## src/rtl/cndm_pcie_irq_mod.sv

```systemverilog
// Interrupt moderation: per-source pending/mask/holdoff state feeding
// registered MSI request pulses, with a shared prescaled holdoff tick.
module cndm_pcie_irq_mod #(
    parameter int unsigned IRQ_CNT   = 8,
    parameter int unsigned MSI_CNT   = 32,
    parameter int unsigned HOLDOFF_W = 16,
    parameter int unsigned PRESCALE  = 250,
    localparam int unsigned IDX_W    = (IRQ_CNT > 1) ? $clog2(IRQ_CNT) : 1
) (
    input  logic                 clk,
    input  logic                 rst,
    input  logic [IRQ_CNT-1:0]   irq,
    input  logic                 cfg_wr_en,
    input  logic [IDX_W-1:0]     cfg_wr_idx,
    input  logic                 cfg_wr_mask,
    input  logic [HOLDOFF_W-1:0] cfg_wr_holdoff,
    output logic [31:0]          msi_irq,
    output logic [IRQ_CNT-1:0]   stat_pending,
    output logic [IRQ_CNT-1:0]   stat_mask,
    output logic [IRQ_CNT-1:0]   stat_holdoff_active
);

    localparam int unsigned PS_W = (PRESCALE > 1) ? $clog2(PRESCALE) : 1;

    logic [PS_W-1:0]      ps_q;
    logic                 tick_c;

    logic [IRQ_CNT-1:0]   pending_q;
    logic [IRQ_CNT-1:0]   mask_q;
    logic [IRQ_CNT-1:0]   active_q;
    logic [HOLDOFF_W-1:0] holdoff_q [IRQ_CNT];
    logic [HOLDOFF_W-1:0] timer_q   [IRQ_CNT];
    logic [31:0]          msi_q;

    logic [IRQ_CNT-1:0]   fire_c;
    logic [IRQ_CNT-1:0]   pending_d;
    logic [IRQ_CNT-1:0]   active_d;
    logic [HOLDOFF_W-1:0] timer_d   [IRQ_CNT];
    logic [MSI_CNT-1:0]   vec_c;
    logic                 cfg_hit_c;

    // Holdoff tick fires in the cycle the prescaler wraps back to 0
    always_comb begin
        tick_c = (ps_q == PS_W'(PRESCALE - 1));
    end

    // Free-running prescaler
    always_ff @(posedge clk or posedge rst) begin
        if (rst) begin
            ps_q <= '0;
        end else if (tick_c) begin
            ps_q <= '0;
        end else begin
            ps_q <= ps_q + PS_W'(1);
        end
    end

    // Per-source fire decision, pending/timer next state and vector fold
    always_comb begin
        fire_c    = '0;
        pending_d = '0;
        active_d  = '0;
        vec_c     = '0;
        for (int i = 0; i < IRQ_CNT; i++) begin
            timer_d[i]   = timer_q[i];
            fire_c[i]    = (pending_q[i] | irq[i]) & ~mask_q[i] & (timer_q[i] == '0);
            pending_d[i] = (pending_q[i] | irq[i]) & ~fire_c[i];
            if (fire_c[i]) begin
                timer_d[i] = holdoff_q[i];
            end else if (tick_c && (timer_q[i] != '0)) begin
                timer_d[i] = timer_q[i] - HOLDOFF_W'(1);
            end
            active_d[i] = (timer_d[i] != '0);
            if (fire_c[i]) begin
                vec_c[i % MSI_CNT] = 1'b1;
            end
        end
    end

    // Out-of-range indices are dropped
    always_comb begin
        cfg_hit_c = cfg_wr_en && (32'(cfg_wr_idx) < IRQ_CNT);
    end

    // Source state and MSI output registers; config lands after fire uses old values
    always_ff @(posedge clk or posedge rst) begin
        if (rst) begin
            pending_q <= '0;
            mask_q    <= '1;
            active_q  <= '0;
            msi_q     <= '0;
            for (int i = 0; i < IRQ_CNT; i++) begin
                timer_q[i]   <= '0;
                holdoff_q[i] <= '0;
            end
        end else begin
            pending_q <= pending_d;
            active_q  <= active_d;
            msi_q     <= 32'(vec_c);
            for (int i = 0; i < IRQ_CNT; i++) begin
                timer_q[i] <= timer_d[i];
                if (cfg_hit_c && (cfg_wr_idx == IDX_W'(i))) begin
                    mask_q[i]    <= cfg_wr_mask;
                    holdoff_q[i] <= cfg_wr_holdoff;
                end
            end
        end
    end

    assign msi_irq             = msi_q;
    assign stat_pending        = pending_q;
    assign stat_mask           = mask_q;
    assign stat_holdoff_active = active_q;

endmodule

```

## config.mk

```make
export PLATFORM = sky130hd
export DESIGN_NAME = cndm_pcie_irq_mod
export DESIGN_NICKNAME = d
export VERILOG_FILES = /design/src/rtl/cndm_pcie_irq_mod.sv
export SDC_FILE = /design/constraint.sdc
export NUM_CORES = 1
export LEC_CHECK = 0
export CAP_MARGIN = 10
export CELL_PAD_IN_SITES_DETAIL_PLACEMENT = 1
export CELL_PAD_IN_SITES_GLOBAL_PLACEMENT = 1
export CORE_ASPECT_RATIO = 0.7
export CORE_UTILIZATION = 40
export CTS_CLUSTER_SIZE = 10
export DETAILED_ROUTE_END_ITERATION = 8
export HOLD_SLACK_MARGIN = 0.03
export PLACE_DENSITY = 0.7
export SKIP_LAST_GASP = 1
export SLEW_MARGIN = 25
export SYNTH_ARGS = -nofsm -noshare
export SYNTH_HDL_FRONTEND = slang
export SYNTH_SLANG_ARGS = --single-unit
```

## constraint.sdc

```tcl
create_clock -name clk -period 13.4 [get_ports clk]
set_input_delay 2.01 -clock clk [delete_from_list [all_inputs] [get_ports clk]]
set_output_delay 2.01 -clock clk [all_outputs]
set_load 0.01 [all_outputs]
```

# After elaboration in Yosys (flattened, before gate mapping)
# Index checks and enable logic that the tools add are counted.
# classes
add_sub_neg,9
n_eq_ne,8
n_mux,25
bitwise,48
reduce_logical,41
# op_table
cell,n
two-way mux 16 bit,16
nonzero test 16 bit,16
zero test 16 bit,8
subtractor 16 x 1 -> 16 bit (second input constant),8
AND 1 bit,24
logical AND 1 bit,16
inverter 1 bit,16
equality test 3 bit (second input constant),4
adder 8 x 1 -> 8 bit (second input constant),1
equality test 8 bit (second input constant),1
two-way mux 1 bit,8
two-way mux 8 bit,1
bitwise OR 1 bit,8
equality test 3 x 2 -> 1 bit (second input constant),2
equality test 3 x 1 -> 1 bit (second input constant),1
zero test 3 bit,1
# word_totals
regBits,296
in_bits,31
output_inout_bits,56

# Longest topological paths before layout
# Gate-level depths: netlist (run 1).
# depth
ltp_word,5
depth_mapped,12
ltp_nobuf,10

# Worst setup path before layout (run 1)
# Ideal clock, no wire load.
# synth_timing
path_type,input-to-reg
startpoint,input port cfg_wr_idx[2]
endpoint,register holdoff_q[80] in the netlist's numbering
setup_time_ps,125
arrival_time_ps,3742
required_ps,13275
path_slack_ps,9534
path_stages,5
cell_sequence,clkbuf_1 -> nand2b_1 -> nor3b_1 -> clkbuf_1 -> mux2_2
# synth_between
elab_chain_len,2
# synth_rtl
item,line,text
from (decl),14,"input logic [IDX_W-1:0] cfg_wr_idx,"
equality test 3 x 2 -> 1 bit,102,if (cfg_hit_c && (cfg_wr_idx == IDX_W'(i))) begin
logical AND 1 bit,102,
"to (signal, indexed assignment)",104,holdoff_q[i] <= cfg_wr_holdoff;
to (decl),31,logic [HOLDOFF_W-1:0] holdoff_q [IRQ_CNT];
# Every way passes these cells.
# A chain may end at the register's enable or synchronous reset.

==> results.ini, run 1 <==
[floorplanning]
die-area_um2 = 36400
core_um2 = 34870
die_w_um = 227.6
ios = 87
dieHeight_um = 159.9
row_count = 57
start_util_pct = 40.86

[clock_tree]
clock_path_buffers = 3
ctsResizeCount = 0
h-tree-depth = 2
cts-root-buf = clkbuf_16
clk_latency_ns = 0.53
cts_setup_buffers = 0
cts_sinks = 296
cts_buffers = 36
cts_tree = done
clkTransAtPathRegs_ns = 0.06
postCtsHoldBufs = 0

[synthesis]
synth_top_area_share_pct = 50.58
synth_most_common_cell = dfrtp_1
synthTopCellsByCount = dfrtp_1, mux2_2, nand2_1
synth_seq_cells = 296
ys.flop_type = dfrtp_1
synth-seq-area-share_pct = 52.05
yosys.area.top_type = dfrtp_1
synth_cell_types = 74
synth_edf_count = 0
yosys_warnings = 0
syn-instance-count = 1311
syn_area_um2 = 14250
yosys-top-cells-area = dfrtp_1, mux2_2, nand2_1, nor2_1, nor4_1
avgSynthCellArea_um2 = 10.87
async_flop_share_pct = 100.0

[critical_path]
rrSetupSlack_ns = 9.27
start_kind = flip-flop
r2r-start = timer_q[96]$_DFF_PP0_
ff2ff_path_depth = 9
critical_path_required_ns = 13.80
worstPathArrival_ns = 4.53
cp-end-kind = flip-flop
path_max_fanout = 15
crit_type = reg -> reg
r2r-end = stat_holdoff_active[1]$_DFF_PP0_

[global_routing]
grt_pass1_vias = 11350
grt_max_degree = 155
grt_overflow = 0
grt_first_pass_wirelength_mm = 67.57
grtUsageTotal_pct = 24.36
antenna_found_initial = 3

[run]
maxCapViolCount = 0

[cells_and_area]
nNetsFinal = 1429
syn_to_final_growth_pct = 15.63
post_layout_nonfiller_instances = 1888
fin_area_um2 = 16480
drive_above_1_share_pct = 16.20

[routing]
routed.top_layer = met4
met2WireLength_mm = 18.53
drt_pre_antenna_iters = 4
ant_nets = 0
drtIter0Drc = 785
vias = 11060
drcViolationCount = 0
wl_met3_mm = 2.350
wl_met1_mm = 21.15
wl_per_cell_um = 22.78
wl_mm = 43.01
vias_per_cell = 5.856

[sta]
slew_viol_final = 0
rsz0062_at_grt = no
timing.final.crit_share_pct = 30.85
timing.setup.tns_ns = 0
hold_violations = 0
fmax_mhz = 241.9
slew_headroom_pct = 31.21
setup_viol = 0
worst_pin_slew_ns = 1.026
finalCriticalPeriod_ns = 4.134
finClkSkew_ns = 0.02449
holdWs_ns = 0.4922

[power_and_ir_drop]
p_per_area_nw_per_um2 = 129.1
ir_worst_vdd_mv = 0.09651
leakagePower_nw = 6.412

[hold_path]
hold_end = timer_q[50]$_DFF_PP0_
hold_class = reg -> reg
whs_path_depth = 1
worstHoldStart = holdoff_q[50]$_DFFE_PP0P_

[run_status]
status = finished clean

[place]
gp_congestion = 0.8656
dp_cells = 1818
placed_area_um2 = 15370
dp_hpwl_mm = 28.83
port_buffers = 62

[layout by cell type (no fill, tap or decap), drive strengths merged, types with 30 or more instances in the layout]
| cell type | netlist | routed |
|---|---|---|
| nor3 | 63 | 63 |
| dfrtp | 288 | 288 |
| inv | 33 | 35 |
| clkbuf | 30 | 61 |
| nand2 | 105 | 105 |
| nor2 | 96 | 96 |
| nor4 | 54 | 54 |
| clkdlybuf4s50 | 0 | 62 |
| nand4 | 33 | 33 |
| a21oi | 30 | 30 |
| nand3 | 44 | 44 |
| mux2 | 132 | 132 |
[sequential cells by signal, summed over array words and instances (netlist names)]
register and flops:
stat_holdoff_active 8, stat_mask 8, msi_irq 8, holdoff_q 128, stat_pending 8, ps_q 8
timer_q 128
[worst max-delay path, cell delays in order (launching register included)]
cell and delay (ns):
dfrtp_1 0.40, inv_1 0.11, ha_1 0.19, nor4b_1 0.68, nand4_1 0.56, nor3_2 0.99, a221oi_1 0.24, or4_1 0.51
nor4_1 0.18, nand4_1 0.13
[logic make-up after synthesis]
| logic type | after synthesis | share of synthesized area [%] |
|---|---|---|
| xor+xnor | 37 | 2.274 |
| fa+ha+maj | 10 | 0.8780 |
| compound gates | 185 | 9.255 |
| mux | 154 | 11.98 |
| other cells | 1 | 0.02632 |
| simple gates | 531 | 20.33 |
| flops | 296 | 52.05 |
| buf+inv | 97 | 3.214 |
[layer usage]
layer | vias to the layer above | GRT usage, %
met4 | 0 | 6.437
met1 | 5690 | 36.97
met3 | 64 | 4.729
met2 | 267 | 35.23
met5 | - | 0
li1 | 5036 | -
[report_power, final]
part | internal [mW] | switching (mW)
clock | 0.521 | 0.378
sequential | 0.990 | 0.0621
combinational | 0.0926 | 0.0843
total | 1.60 | 0.524
[metrics by stage]
step	worst slack (ns)	power, mW	utilization, %
3_3_place_gp	8.881	1.234	44.05
2_1_floorplan	3.227	1.164	-
5_1_grt	8.828	2.214	47.23
4_1_cts	9.315	2.150	47.09
3_5_place_dp	8.789	1.246	44.07
6_report	9.266	2.128	47.25
[how the worst max path moves through the flow]
stage                          startpoint  slack [ns]                               end  cells after the start
CTS                 timer_q[96]$_DFF_PP0_        9.31  stat_holdoff_active[1]$_DFF_PP0_                      9
floorplan                             rst        3.23          holdoff_q[0]$_DFFE_PP0P_                      1
global route        timer_q[96]$_DFF_PP0_        8.83  stat_holdoff_active[1]$_DFF_PP0_                      9
detailed placement                 irq[6]        8.79  stat_holdoff_active[6]$_DFF_PP0_                      9
finish              timer_q[96]$_DFF_PP0_        9.27  stat_holdoff_active[1]$_DFF_PP0_                      9
global placement                   irq[6]        8.88  stat_holdoff_active[6]$_DFF_PP0_                      9
[final cells by class]
cell class	instances	area (µm²)
fillers	3784	18400
flip-flops and latches	296	7417
multi-input cells	941	6496
clock buffers	61	1026
repair buffers	79	775.7
well taps	472	590.6
inverters	34	140.1
clock inverters	3	26.28
diodes	2	5.005
(Power assumes the default switching activity.)
==> run 2: changes to the inputs <==
- clock period: 13.4 -> 4.3 ns (I/O delays scaled with it)
==> run 2 against run 1 <==
  * Global-route usage increased by 0.79 points
  * Worst setup slack lost 8.4 ns
  * First-iteration DRC count increased by 3.2%
  * Clock skew down 0.0076 ns
  * Combinational power grew to 3.1 times the previous value
  * Core utilization rose by 0.17 points
  * Non-clock buffer count up 14
  * Critical endpoint is now stat_holdoff_active[2]$_DFF_PP0_
==> results.ini, run 2 (synthesis gave the netlist of run 1 again) <==
[place]
dp_cells = 1836  ; +0.99%
gp_congestion = 0.8888  ; +2.7%
dp_hpwl_mm = 29.71  ; +3.0%
port_buffers = 62  ; unchanged
dp_slack_ns = 0.8395  ; -7.950 ns

[power_and_ir_drop]
ir_worst_vdd_mv = 0.2822  ; +190%
p_per_area_nw_per_um2 = 397.9  ; +210%
leakagePower_nw = 6.461  ; +0.77%

[global_routing]
grtUsageTotal_pct = 25.15  ; +0.79 points
grt_max_degree = 113  ; -27%
grt_pass1_vias = 11620  ; +2.4%
antenna_found_initial = 4  ; +1
grt_overflow = 0  ; unchanged
grt_first_pass_wirelength_mm = 69.63  ; +3.0%

[critical_path]
crit_buf_inv = 2  ; +1
crit_slowest_cell = or4b_2
crit_chain = inv_1, ha_1, nand4b_1, buf_4, or4b_2, a2111oi_0, xor2_1, nor4_1, nand4b_1, or4b_1
critical_path_required_ns = 4.69  ; -9.11 ns
path_max_fanout = 5  ; -10
cp_slowest_stage_delay_ns = 0.69  ; -0.30 ns
critPathMostFrequentCell = nand4b_1
worstPathArrival_ns = 3.85  ; -0.68 ns
start_kind = flip-flop
crit_type = reg -> reg
cp_top_family = simple AND/OR/NAND/NOR gates
cp-end-kind = flip-flop

[sta]
hold_violations = 0  ; unchanged
worst_pin_slew_ns = 1.046  ; +0.01987 ns
fmax_mhz = 289.3  ; +20%
holdWs_ns = 0.4940  ; +0.001809 ns
setup_viol = 0  ; unchanged
slew_headroom_pct = 30.04  ; -1.2 points
setup_ws_ns = 0.8439  ; -8.422 ns
timing.setup.tns_ns = 0  ; unchanged
rsz0062_at_grt = no
slew_viol_final = 0  ; unchanged
finClkSkew_ns = 0.01688  ; -0.007606 ns
finalCriticalPeriod_ns = 3.456  ; -0.6776 ns
timing.final.crit_share_pct = 80.37  ; +50 points

[cells_and_area]
top_regs = holdoff_q x128, timer_q x128
nNetsFinal = 1442  ; +0.91%
post_layout_nonfiller_instances = 1896  ; +0.42%
final_common_cell = dfrtp_1
final.fill_count = 3759  ; -0.66%
drive_above_1_share_pct = 16.78  ; +0.59 points
multi_input_area_um2 = 6484  ; -0.19%
syn_to_final_growth_pct = 16.04
antenna-diode-count = 0  ; -2
seq_area_um2 = 7417  ; unchanged
layout_common_cells = dfrtp_1, mux2_2, nand2_1

[clock_tree]
cts_setup_buffers = 0  ; unchanged
cts_tree = done
ctsResizeCount = 0  ; unchanged
clock_path_buffers = 3  ; unchanged
cts_sinks = 296  ; unchanged
clkTransAtPathRegs_ns = 0.06  ; about the same
clk_latency_ns = 0.53  ; about the same
postCtsHoldBufs = 0  ; unchanged
h-tree-depth = 2  ; unchanged
cts-root-buf = clkbuf_16
cts_buffers = 35  ; -2.8%

[routing]
drcViolationCount = 0  ; unchanged
vias_per_cell = 5.948  ; +1.6%
vias = 11280  ; +2.0%
wl_mm = 44.08  ; +2.5%
drtIter0Drc = 810  ; +3.2%
wl_per_cell_um = 23.25  ; +2.1%
ant_nets = 0  ; unchanged
drt_pre_antenna_iters = 5  ; +1

[floorplanning]
dieHeight_um = 159.9  ; unchanged
start_util_pct = 40.86  ; unchanged
ios = 87  ; unchanged
row_count = 57  ; unchanged
die_w_um = 227.6  ; unchanged
core_um2 = 34870  ; unchanged
die-area_um2 = 36400  ; unchanged

[run_status]
status = finished clean

[run]
maxCapViolCount = 0  ; unchanged

[hold_path]
hold_class = reg -> reg

[run 2: cell count changes in the layout (fill, tap and decap cells not counted), sizes merged]
cell | before | now
buf | 17 | 31
inv | 35 | 32
diode | 2 | 0
clkbuf | 61 | 60
clkinv | 2 | 1
clkinvlp | 0 | 1
[run 2: worst paths after layout]
path	endpoint	startpoint	cells after the start	slack [ns]
min in group asynchronous	stat_pending[4]$_DFF_PP0_	rst	2	0.55
max in group asynchronous	timer_q[126]$_DFF_PP0_	rst	3	2.75
setup reg to reg	stat_holdoff_active[2]$_DFF_PP0_	ps_q[1]$_DFF_PP0_	10	0.84
hold / removal	timer_q[106]$_DFF_PP0_	holdoff_q[106]$_DFFE_PP0P_	2	0.49
setup / recovery	stat_holdoff_active[2]$_DFF_PP0_	ps_q[1]$_DFF_PP0_	10	0.84
hold reg to reg	timer_q[106]$_DFF_PP0_	holdoff_q[106]$_DFFE_PP0P_	2	0.49
[run 2: report_power, final]
part	internal, mW	total [mW]	switching (mW)
sequential	3.08	3.27	0.184
combinational	0.291	0.553	0.262
clock	1.60	2.76	1.15
[run 2: final cells by class]
class                      count  area share, %
sequential                   296          44.85
multi-input combinational    941          39.21
clock buffer                  60          6.182
timing repair buffer          93          5.387
tap                          472          3.571
inverter                      34         0.7945
[run 2: routing by layer]
layer,vias to the layer above,part of all wire [%],wire length (µm),GRT usage (%)
met4,0,2.2,971,7.016
met5,-,0,0,0
met1,5812,49,21480,37.92
li1,5069,-,-,-
met2,330,42,18690,35.77
met3,67,6.7,2941,5.814
[run 2: stage by stage]
step,cell area (µm²),utilization [%],power (mW)
2_1_floorplan,14340,-,3.630
3_3_place_gp,15510,44.48,3.839
3_5_place_dp,15510,44.48,3.871
4_1_cts,16540,47.42,6.657
5_1_grt,16540,47.42,6.860
6_report,16540,47.42,6.580
[run 2: worst reg2reg max path, stage by stage, from the launching register on]
cell,delay [ns]
dfrtp_1,0.40
inv_1,0.06
ha_1,0.15
nand4b_1,0.25
buf_4,0.25
or4b_2,0.69
a2111oi_0,0.50
xor2_1,0.18
nor4_1,0.25
nand4b_1,0.13
or4b_1,0.47
==> run 3: changes to the inputs <==
- PLACE_DENSITY: 0.7 -> 0.72
- clock period: 4.3 -> 3 ns (I/O delays scaled with it)
==> run 3 against run 2 <==
  * The run now ends with negative setup slack left
  * Flip-flop and latch count is the same
  * Combinational power is 49% higher
  * First-iteration DRC count is 4.9% lower
  * Total power up 44%
  * Clock power rose by 43%
  * Critical path depth is 2 lower
  * Final area increased by 4.9%
  * Non-clock buffer count grew 80
  * Die area did not move
  * Wire length is 1.6% higher
  * Core utilization increased by 2.3 points
  * Worst hold slack got worse by 0.085 ns
  * Critical endpoint unchanged
  * Largest cell class unchanged
  * Highest routed layer unchanged
==> results.ini, run 3 (synthesis gave the netlist of run 1 again) <==
[run_status]
status = complete, but fails checks
violations = negative setup slack

[floorplanning]
die_w_um = 227.6  ; unchanged
row_count = 57  ; unchanged
start_util_pct = 40.86  ; unchanged
die-area_um2 = 36400  ; unchanged
ios = 87  ; unchanged
dieHeight_um = 159.9  ; unchanged
core_um2 = 34870  ; unchanged

[power_and_ir_drop]
power.switching_mw = 2.316  ; +45%
leakagePower_nw = 6.903  ; +6.8%
ir_worst_vdd_mv = 0.3383  ; +20%
swShare_pct = 24.47  ; +0.15 points
fin_total_pwr_mw = 9.465  ; +44%
seq_power_share_pct = 49.6  ; about the same
combPwrFrac_pct = 8.7  ; +0.3 points
power.internal_mw = 7.150  ; +44%
clock_power_share_pct = 41.7  ; -0.2 points
p_per_area_nw_per_um2 = 545.9  ; +37%

[hold_path]
hold_class = in -> async

[place]
dp_hpwl_mm = 31.04  ; +4.5%
port_buffers = 62  ; unchanged
placed_area_um2 = 16180  ; +4.3%
gp_congestion = 0.9279  ; +4.4%

[critical_path]
crit_buf_inv = 1  ; -1
cp-end-kind = flip-flop
crit_type = reg -> reg
path_max_fanout = 5  ; unchanged
crit_slowest_cell = or4b_1
start_kind = flip-flop
cp_top_family = simple AND/OR/NAND/NOR gates
cp_slowest_stage_delay_ns = 0.48  ; -0.21 ns
critical_path_required_ns = 3.39  ; -1.30 ns
crit_chain = or3_1, buf_4, or2_2, o41ai_1, nand3_1, nor4_2, nand4b_1, or4b_1
worstPathArrival_ns = 3.39  ; -0.46 ns

[clock_tree]
clock_path_buffers = 3  ; unchanged
clkTransAtPathRegs_ns = 0.06  ; about the same
cts_buffers = 35  ; unchanged
clk_latency_ns = 0.53  ; about the same
cts_sinks = 296  ; unchanged
h-tree-depth = 2  ; unchanged
postCtsHoldBufs = 0  ; unchanged
cts_tree = done
cts-root-buf = clkbuf_16

[sta]
finalCriticalPeriod_ns = 3.001  ; -0.4553 ns
timing.final.crit_share_pct = 100.0  ; +20 points
hold_violations = 0  ; unchanged
setup_viol = 1  ; +1
fmax_mhz = 333.2  ; +15%
rsz0062_at_grt = yes
slew_viol_final = 0  ; unchanged
slew_headroom_pct = 33.65  ; +3.6 points
worst_pin_slew_ns = 0.9922  ; -0.05389 ns
setup_ws_ns = -0.0007574  ; -0.8447 ns
finClkSkew_ns = 0.01532  ; -0.001565 ns

[global_routing]
grtUsageTotal_pct = 25.23  ; +0.079 points
antenna_found_initial = 1  ; -3
grt_first_pass_wirelength_mm = 70.54  ; +1.3%
grt_max_degree = 54  ; -52%
grt_overflow = 0  ; unchanged
grt_pass1_vias = 12120  ; +4.3%

[cells_and_area]
top_regs = holdoff_q x128, timer_q x128
fin_area_um2 = 17340  ; +4.9%
final_common_cell = dfrtp_1
drive_above_1_share_pct = 22.69  ; +5.9 points
final.fill_count = 3772  ; +0.35%
layout_common_cells = dfrtp_1, mux2_2, nand2_1
syn_to_final_growth_pct = 21.68
nNetsFinal = 1522  ; +5.5%

[routing]
drtIter0Drc = 770  ; -4.9%
wl_mm = 44.81  ; +1.6%
vias_per_cell = 5.835  ; -1.9%
drcViolationCount = 0  ; unchanged
drt_pre_antenna_iters = 5  ; unchanged
ant_nets = 0  ; unchanged
wl_per_cell_um = 22.68  ; -2.5%
vias = 11530  ; +2.2%

[run]
maxCapViolCount = 0  ; unchanged

-- run 3: stage by stage --
step | TNS [ns] | hold WS [ns] | std cells | utilization, % | setup slack (ns)
after floorplan | -398.46 | 0.4465 | 1334 | - | -1.375
after global placement | 0 | 0.4730 | 1916 | 46.39 | 0.007006
after detailed placement | -0.1973 | 0.4789 | 1916 | 46.39 | -0.1506
after CTS | 0 | 0.4135 | 1975 | 49.42 | 0.004716
after global routing | -0.1471 | 0.4426 | 1975 | 49.71 | -0.07128
final | -0.0007574 | 0.4095 | 1976 | 49.72 | -0.0007574
-- run 3: path summary, 6_finish.rpt --
check	slack, ns	endpoint	depth (start not counted)	from
worst max-delay path	-0.0008	stat_holdoff_active[2]$_DFF_PP0_	8	timer_q[82]$_DFF_PP0_
worst min-delay path	0.41	stat_pending[3]$_DFF_PP0_	2	rst
worst max register to register	-0.0008	stat_holdoff_active[2]$_DFF_PP0_	8	timer_q[82]$_DFF_PP0_
worst min register to register	0.49	timer_q[36]$_DFF_PP0_	2	holdoff_q[36]$_DFFE_PP0P_
max in group asynchronous	1.81	timer_q[107]$_DFF_PP0_	3	rst
min in group clk	0.49	timer_q[36]$_DFF_PP0_	2	holdoff_q[36]$_DFFE_PP0P_
-- run 3: layer usage --
layer	part of all wire, %	global-route usage, %	wire, µm
met4	1.7	5.857	782
met5	0	0	0
met1	49	37.60	22020
met2	45	38.43	20050
met3	4.4	3.864	1957
-- run 3: what timing repair did --
| item | in CTS | in global routing |
|---|---|---|
| endpoints found under the setup margin | 1 | 7 |
| setup buffers | 0 | 0 |
| resized for setup | 8 | 20 |
| pin swaps | 0 | 2 |
-- run 3: cell type report --
| type | count | area, µm² | area share [%] |
|---|---|---|---|
| sequential | 296 | 7417 | 42.78 |
| tap | 472 | 590.6 | 3.406 |
| multi-input combinational | 941 | 6625 | 38.21 |
| timing repair buffer | 173 | 1554 | 8.962 |
| clock buffer | 59 | 1018 | 5.874 |
| antenna | 1 | 2.502 | 0.01443 |
| inverter | 34 | 131.4 | 0.7577 |
-- run 3: power by group through the flow --
stage | sequential [mW] | clock (mW) | combinational, mW
finish | 4.69 | 3.95 | 0.822
global route | 4.74 | 4.17 | 0.900
CTS | 4.69 | 4.03 | 0.837
detailed placement | 4.76 | 0 | 0.832
global placement | 4.73 | 0 | 0.800
floorplan | 4.66 | 0 | 0.539
